`src/rtl/rect_fill_engine.sv`:
```
// Turns aggregated payload packets into raster-ordered framebuffer pixel writes over a clipped rectangle.
// Optional RECT_FILL_SKID_EN adds a one-entry packet buffer for packets arriving while busy.
module rect_fill_engine #(
   parameter int MAX_PAYLD_PKT_BITS = 56,
   parameter int FB_W               = 160,
   parameter int FB_H               = 120,
   parameter int SYM_SIZE           = 8
) (
   input  logic                          i_clk,
   input  logic                          i_rst,
   input  logic                          i_pkt_valid,
   input  logic [MAX_PAYLD_PKT_BITS-1:0] i_pkt_data,
   input  logic                          i_sym_mode,
   input  logic                          i_wr_ready,
   output logic                          o_wr_valid,
   output logic [7:0]                    o_wr_x,
   output logic [7:0]                    o_wr_y,
   output logic [15:0]                   o_wr_color,
   output logic                          o_busy,
   output logic                          o_done,
   output logic                          o_pkt_drop
);

   typedef enum logic [2:0] {S_IDLE, S_LATCH, S_SETUP, S_FILL, S_DONE} state_t;

   localparam logic [8:0] FB_W9 = 9'(FB_W);
   localparam logic [8:0] FB_H9 = 9'(FB_H);
   localparam logic [7:0] SYM8  = 8'(SYM_SIZE);

   state_t                        state_q, state_d;
   logic [MAX_PAYLD_PKT_BITS-1:0] pkt_q, pkt_d;
   logic                          mode_q, mode_d;
   logic [7:0]                    x0_q, x0_d, y0_q, y0_d, w_q, w_d, h_q, h_d;
   logic [15:0]                   color_q, color_d;
   logic [8:0]                    x_end_q, x_end_d, y_end_q, y_end_d;
   logic [7:0]                    x_q, x_d, y_q, y_d;
   logic [8:0]                    x_sum, y_sum;
   logic                          rect_empty, row_end, last_px, xfer;
   logic                          unused_pkt_bits;
`ifdef RECT_FILL_SKID_EN
   logic                          skid_vld_q, skid_vld_d;
   logic [MAX_PAYLD_PKT_BITS-1:0] skid_pkt_q, skid_pkt_d;
   logic                          skid_mode_q, skid_mode_d;
`endif

   assign unused_pkt_bits = ^pkt_q[MAX_PAYLD_PKT_BITS-1:48];

   // Clipping is done one bit wider than the coordinates so x0+w never wraps at 255.
   assign x_sum      = {1'b0, x0_q} + {1'b0, w_q};
   assign y_sum      = {1'b0, y0_q} + {1'b0, h_q};
   assign rect_empty = (w_q == 8'd0) || (h_q == 8'd0) ||
                       ({1'b0, x0_q} >= FB_W9) || ({1'b0, y0_q} >= FB_H9);
   assign row_end    = (({1'b0, x_q} + 9'd1) == x_end_q);
   assign last_px    = row_end && (({1'b0, y_q} + 9'd1) == y_end_q);
   assign xfer       = (state_q == S_FILL) && i_wr_ready;

   always_comb begin
      state_d    = state_q;
      pkt_d      = pkt_q;
      mode_d     = mode_q;
      x0_d       = x0_q;
      y0_d       = y0_q;
      w_d        = w_q;
      h_d        = h_q;
      color_d    = color_q;
      x_end_d    = x_end_q;
      y_end_d    = y_end_q;
      x_d        = x_q;
      y_d        = y_q;
      o_pkt_drop = 1'b0;
`ifdef RECT_FILL_SKID_EN
      skid_vld_d  = skid_vld_q;
      skid_pkt_d  = skid_pkt_q;
      skid_mode_d = skid_mode_q;
`endif

      case (state_q)
         S_IDLE: begin
`ifdef RECT_FILL_SKID_EN
            // A packet buffered during DONE is launched from here; a new strobe refills the entry.
            if (skid_vld_q) begin
               pkt_d       = skid_pkt_q;
               mode_d      = skid_mode_q;
               state_d     = S_LATCH;
               skid_vld_d  = i_pkt_valid;
               skid_pkt_d  = i_pkt_data;
               skid_mode_d = i_sym_mode;
            end else
`endif
            if (i_pkt_valid) begin
               pkt_d   = i_pkt_data;
               mode_d  = i_sym_mode;
               state_d = S_LATCH;
            end
         end
         S_LATCH: begin
            x0_d = pkt_q[7:0];
            y0_d = pkt_q[15:8];
            if (mode_q) begin
               w_d     = SYM8;
               h_d     = SYM8;
               color_d = pkt_q[39:24];
            end else begin
               w_d     = pkt_q[23:16];
               h_d     = pkt_q[31:24];
               color_d = pkt_q[47:32];
            end
            state_d = S_SETUP;
         end
         S_SETUP: begin
            x_end_d = (x_sum > FB_W9) ? FB_W9 : x_sum;
            y_end_d = (y_sum > FB_H9) ? FB_H9 : y_sum;
            x_d     = x0_q;
            y_d     = y0_q;
            state_d = rect_empty ? S_DONE : S_FILL;
         end
         S_FILL: begin
            if (xfer) begin
               if (last_px) begin
                  state_d = S_DONE;
               end else if (row_end) begin
                  x_d = x0_q;
                  y_d = y_q + 8'd1;
               end else begin
                  x_d = x_q + 8'd1;
               end
            end
         end
         S_DONE: begin
            state_d = S_IDLE;
`ifdef RECT_FILL_SKID_EN
            if (skid_vld_q) begin
               pkt_d      = skid_pkt_q;
               mode_d     = skid_mode_q;
               state_d    = S_LATCH;
               skid_vld_d = 1'b0;
            end
`endif
         end
         default: state_d = S_IDLE;
      endcase

      if (i_pkt_valid && (state_q != S_IDLE)) begin
`ifdef RECT_FILL_SKID_EN
         // In DONE the entry is being drained this cycle, so it can always take the strobe.
         if (!skid_vld_q || (state_q == S_DONE)) begin
            skid_vld_d  = 1'b1;
            skid_pkt_d  = i_pkt_data;
            skid_mode_d = i_sym_mode;
         end else begin
            o_pkt_drop = 1'b1;
         end
`else
         o_pkt_drop = 1'b1;
`endif
      end
   end

   always_ff @(posedge i_clk or posedge i_rst) begin
      if (i_rst) begin
         state_q <= S_IDLE;
         pkt_q   <= '0;
         mode_q  <= 1'b0;
         x0_q    <= '0;
         y0_q    <= '0;
         w_q     <= '0;
         h_q     <= '0;
         color_q <= '0;
         x_end_q <= '0;
         y_end_q <= '0;
         x_q     <= '0;
         y_q     <= '0;
      end else begin
         state_q <= state_d;
         pkt_q   <= pkt_d;
         mode_q  <= mode_d;
         x0_q    <= x0_d;
         y0_q    <= y0_d;
         w_q     <= w_d;
         h_q     <= h_d;
         color_q <= color_d;
         x_end_q <= x_end_d;
         y_end_q <= y_end_d;
         x_q     <= x_d;
         y_q     <= y_d;
      end
   end

`ifdef RECT_FILL_SKID_EN
   always_ff @(posedge i_clk or posedge i_rst) begin
      if (i_rst) begin
         skid_vld_q  <= 1'b0;
         skid_pkt_q  <= '0;
         skid_mode_q <= 1'b0;
      end else begin
         skid_vld_q  <= skid_vld_d;
         skid_pkt_q  <= skid_pkt_d;
         skid_mode_q <= skid_mode_d;
      end
   end
`endif

   // Handshake: a pixel transfers on any rising edge where o_wr_valid && i_wr_ready.
   assign o_wr_valid = (state_q == S_FILL);
   assign o_wr_x     = x_q;
   assign o_wr_y     = y_q;
   assign o_wr_color = color_q;
   assign o_busy     = (state_q != S_IDLE);
   assign o_done     = (state_q == S_DONE);

endmodule

```
`config.mk`:
```
export PLATFORM = sky130hd
export DESIGN_NAME = rect_fill_engine
export DESIGN_NICKNAME = d
export VERILOG_FILES = /design/src/rtl/rect_fill_engine.sv
export SDC_FILE = /design/constraint.sdc
export NUM_CORES = 1
export LEC_CHECK = 0
export ABC_AREA = 1
export BUFFER_PORTS_ARGS = -buffer_cell sky130_fd_sc_hd__buf_2
export CORE_MARGIN = 1
export CORE_UTILIZATION = 40
export DETAILED_ROUTE_END_ITERATION = 8
export PLACE_DENSITY = 0.59
export SKIP_CTS_REPAIR_TIMING = 1
export SLEW_MARGIN = 10
export SYNTH_ARGS = -nofsm -noshare
export SYNTH_HDL_FRONTEND = slang
export SYNTH_SLANG_ARGS = --single-unit
export TNS_END_PERCENT = 100
```
`constraint.sdc`:
```
create_clock -name i_clk -period 6.55 [get_ports i_clk]
set_input_delay 1.6375 -clock i_clk [delete_from_list [all_inputs] [get_ports i_clk]]
set_output_delay 1.6375 -clock i_clk [all_outputs]
set_load 0.01 [all_outputs]
```
==> out/metrics.cfg <==
[placed_design]
dp_hpwl_um = 10900
dp_cells = 1122
port_buffers = 88
pre_cts_slack_ps = 2900
gp_congestion = 0.824
dpl_cell_area_mm2 = 0.00760

[drt]
first_pass_iters = 6
wl_met2_um = 6610
drc = 0
met3_length_um = 930
ant_nets = 0
wl_met1_um = 7660
drt_iter0_drc = 319
vias = 5599
routed_wl_um = 15400
wl_per_cell_um = 13.4
highest_layer = met5
avgViaCountPerCell = 4.85

[timing]
fmax_mhz = 274
hold_viol = 0
setup_tns_ps = 0
fin_worst_skew_ps = 7.29
rsz0062_at_grt = no
hold_ws_ps = 463
drv_slew = 0
worst_slew_pin_slew_ps = 1010
min_period_ps = 3650
fin_ws_ps = 2900
period_share_pct = 55.7
setup_violations = 0
relSlewSlack_pct = 32.8

[synthesis]
synth_edf_count = 0
yosys_register_bits = 134
yosysSeqAreaShare_pct = 48.2
synth_top_area_share_pct = 48.2
async_flop_share_pct = 100
synth_nets = 918
syn_area_mm2 = 0.00696
synth_area_leaders = dfrtp_1 48%, nand2_1 15%, mux2_2 7.4%
ys_types = 37
postSynthAreaPerCell_um2 = 8.32
synth_area_leader_cell = dfrtp_1
syn_inst = 837
synthFlopType = dfrtp_1
yosysWarningCount = 0

[clock_network]
cts_root_buf = clkbuf_16
h-tree-depth = 4
clock-sinks = 134
clockBufferDepth = 2
numCtsBuffers = 17
path_clk_slew_ps = 50
clk-insertion-delay-late_ps = 420
tritoncts = built

[layout]
drive_above_1_share_pct = 20.3
final_design_area_no_fill_mm2 = 0.00819
nets = 1002
utilization_pct = 48.9
area_growth_pct = 17.7
fin_cells = 1154

[global_routing]
antenna_found_initial = 2
grt_pass1_wl_um = 26800
grt_max_degree = 97
grt_usage_pct = 19.0
grt_pass1_vias = 5532
grt.overflow.total = 0

[floorplan]
ios = 97
die_x_um = 134
fp.dieArea_mm2 = 0.0179
initial_core_util_pct = 41.5
coreArea_mm2 = 0.0168
rows = 47
die_h_um = 134

[min_path]
hold_path.class = flop to flop

[worst_setup_path]
crit_path_cell_trace = buf_2, inv_1, a21oi_1, buf_2
start_kind = primary input
critPathSlowestCell = buf_2
critPathKind = primary input to output pin
critical_path_required_ps = 4910
endpoint_kind = output pin
critPathMaxStageDelay_ps = 140
worstPathMaxFanout = 2
cp.arrival_ps = 2010
path_common_cell = buf_2

[power]
peakVddDrop_v = 0.000233
cellLeakagePower_nw = 4.14
p_total_mw = 4.30
p_per_area_mw_per_mm2 = 525

[status]
status = finished, final reports clean

[job]
drv_cap = 0

-- final cells by class --
type | instances | area [um2]
Fill cell | 1645 | 8570
Timing Repair Buffer | 92 | 470
Clock buffer | 19 | 433
Clock inverter | 12 | 155
Sequential cell | 134 | 3350
Antenna cell | 1 | 2.50
Multi-Input combinational cell | 588 | 3170
Tap cell | 220 | 275
Inverter | 88 | 338
-- placed cells by master, fill, tap and decap left out, types with 6 or more instances in the layout --
cell type  instances
nand3_1           54
ha_1              18
dfrtp_1          134
mux2_2            46
nor3_1             6
a21oi_1           21
clkbuf_16         17
nor2_1            46
inv_1             82
buf_2             88
nand2_1          274
nand4_1           16
o21ai_0           54
a31oi_1           17
-- kinds of logic (layout without fill, tap and decap cells) --
group / count (synthesis) / count (layout) / share of synthesized area [%]
AND/OR/NAND/NOR: 415 / 415 / 25.3
multiplexers: 46 / 46 / 7.44
other: 0 / 1 / 0
flip-flops: 134 / 134 / 48.2
adder cells (fa/ha/maj): 20 / 20 / 3.81
buffers and inverters: 115 / 211 / 6.42
AO/OA/AOI/OAI: 98 / 98 / 7.68
XOR/XNOR: 9 / 9 / 1.13
-- metal layers --
metal  vias to the layer above  GRT usage (%)
li1                       2888              -
met1                      2574           25.8
met2                       117           29.0
met3                        18           5.44
met4                         2           6.25
met5                         -              0
-- flip-flops by register name, summed over array words and instances (netlist names) --
name	flops
y0_q	8
o_wr_x	8
pkt_q	48
mode_q	1
y_end_q	9
o_wr_y	8
x0_q	8
w_q	8
o_wr_color	16
state_q	3
x_end_q	9
h_q	8
-- where the power goes --
group / total, mW / switching, mW / internal [mW]
Clock: 0.962 / 0.366 / 0.596
Sequential: 1.54 / 0.317 / 1.22
Combinational: 1.80 / 1.08 / 0.726
-- final timing paths --
kind                              from  cells past startpoint  slack, ps    endpoint
min reg2reg                 y_end_q[8]                      2        460  y_end_q[8]
min                         y_end_q[8]                      2        460  y_end_q[8]
max reg2reg                 state_q[1]                      6       3960      h_q[6]
max in group asynchronous        i_rst                      3       4120   o_wr_y[0]
min in group asynchronous        i_rst                      2       1370   pkt_q[44]
max                        i_pkt_valid                      4       2900  o_pkt_drop
-- synthesized netlist by cell type, types with 3 or more instances --
cell / count
nor2_1: 46
ha_1: 18
inv_2: 4
nand4_1: 16
nor3_1: 6
a31oi_1: 17
xor2_1: 5
xnor2_1: 4
o21ai_0: 54
dfrtp_1: 134
nand3_2: 4
inv_1: 83
a21oi_1: 21
nand3b_1: 3
clkbuf_1: 22
or2_2: 3
nand3_1: 55
mux2_2: 46
nand2_1: 274
-- worst max-delay path: cells and delay by family --
family          cells  cell delay (ps)
buf+inv             3              280
compound gates      1              100
Power figures use the tool's default switching activity.
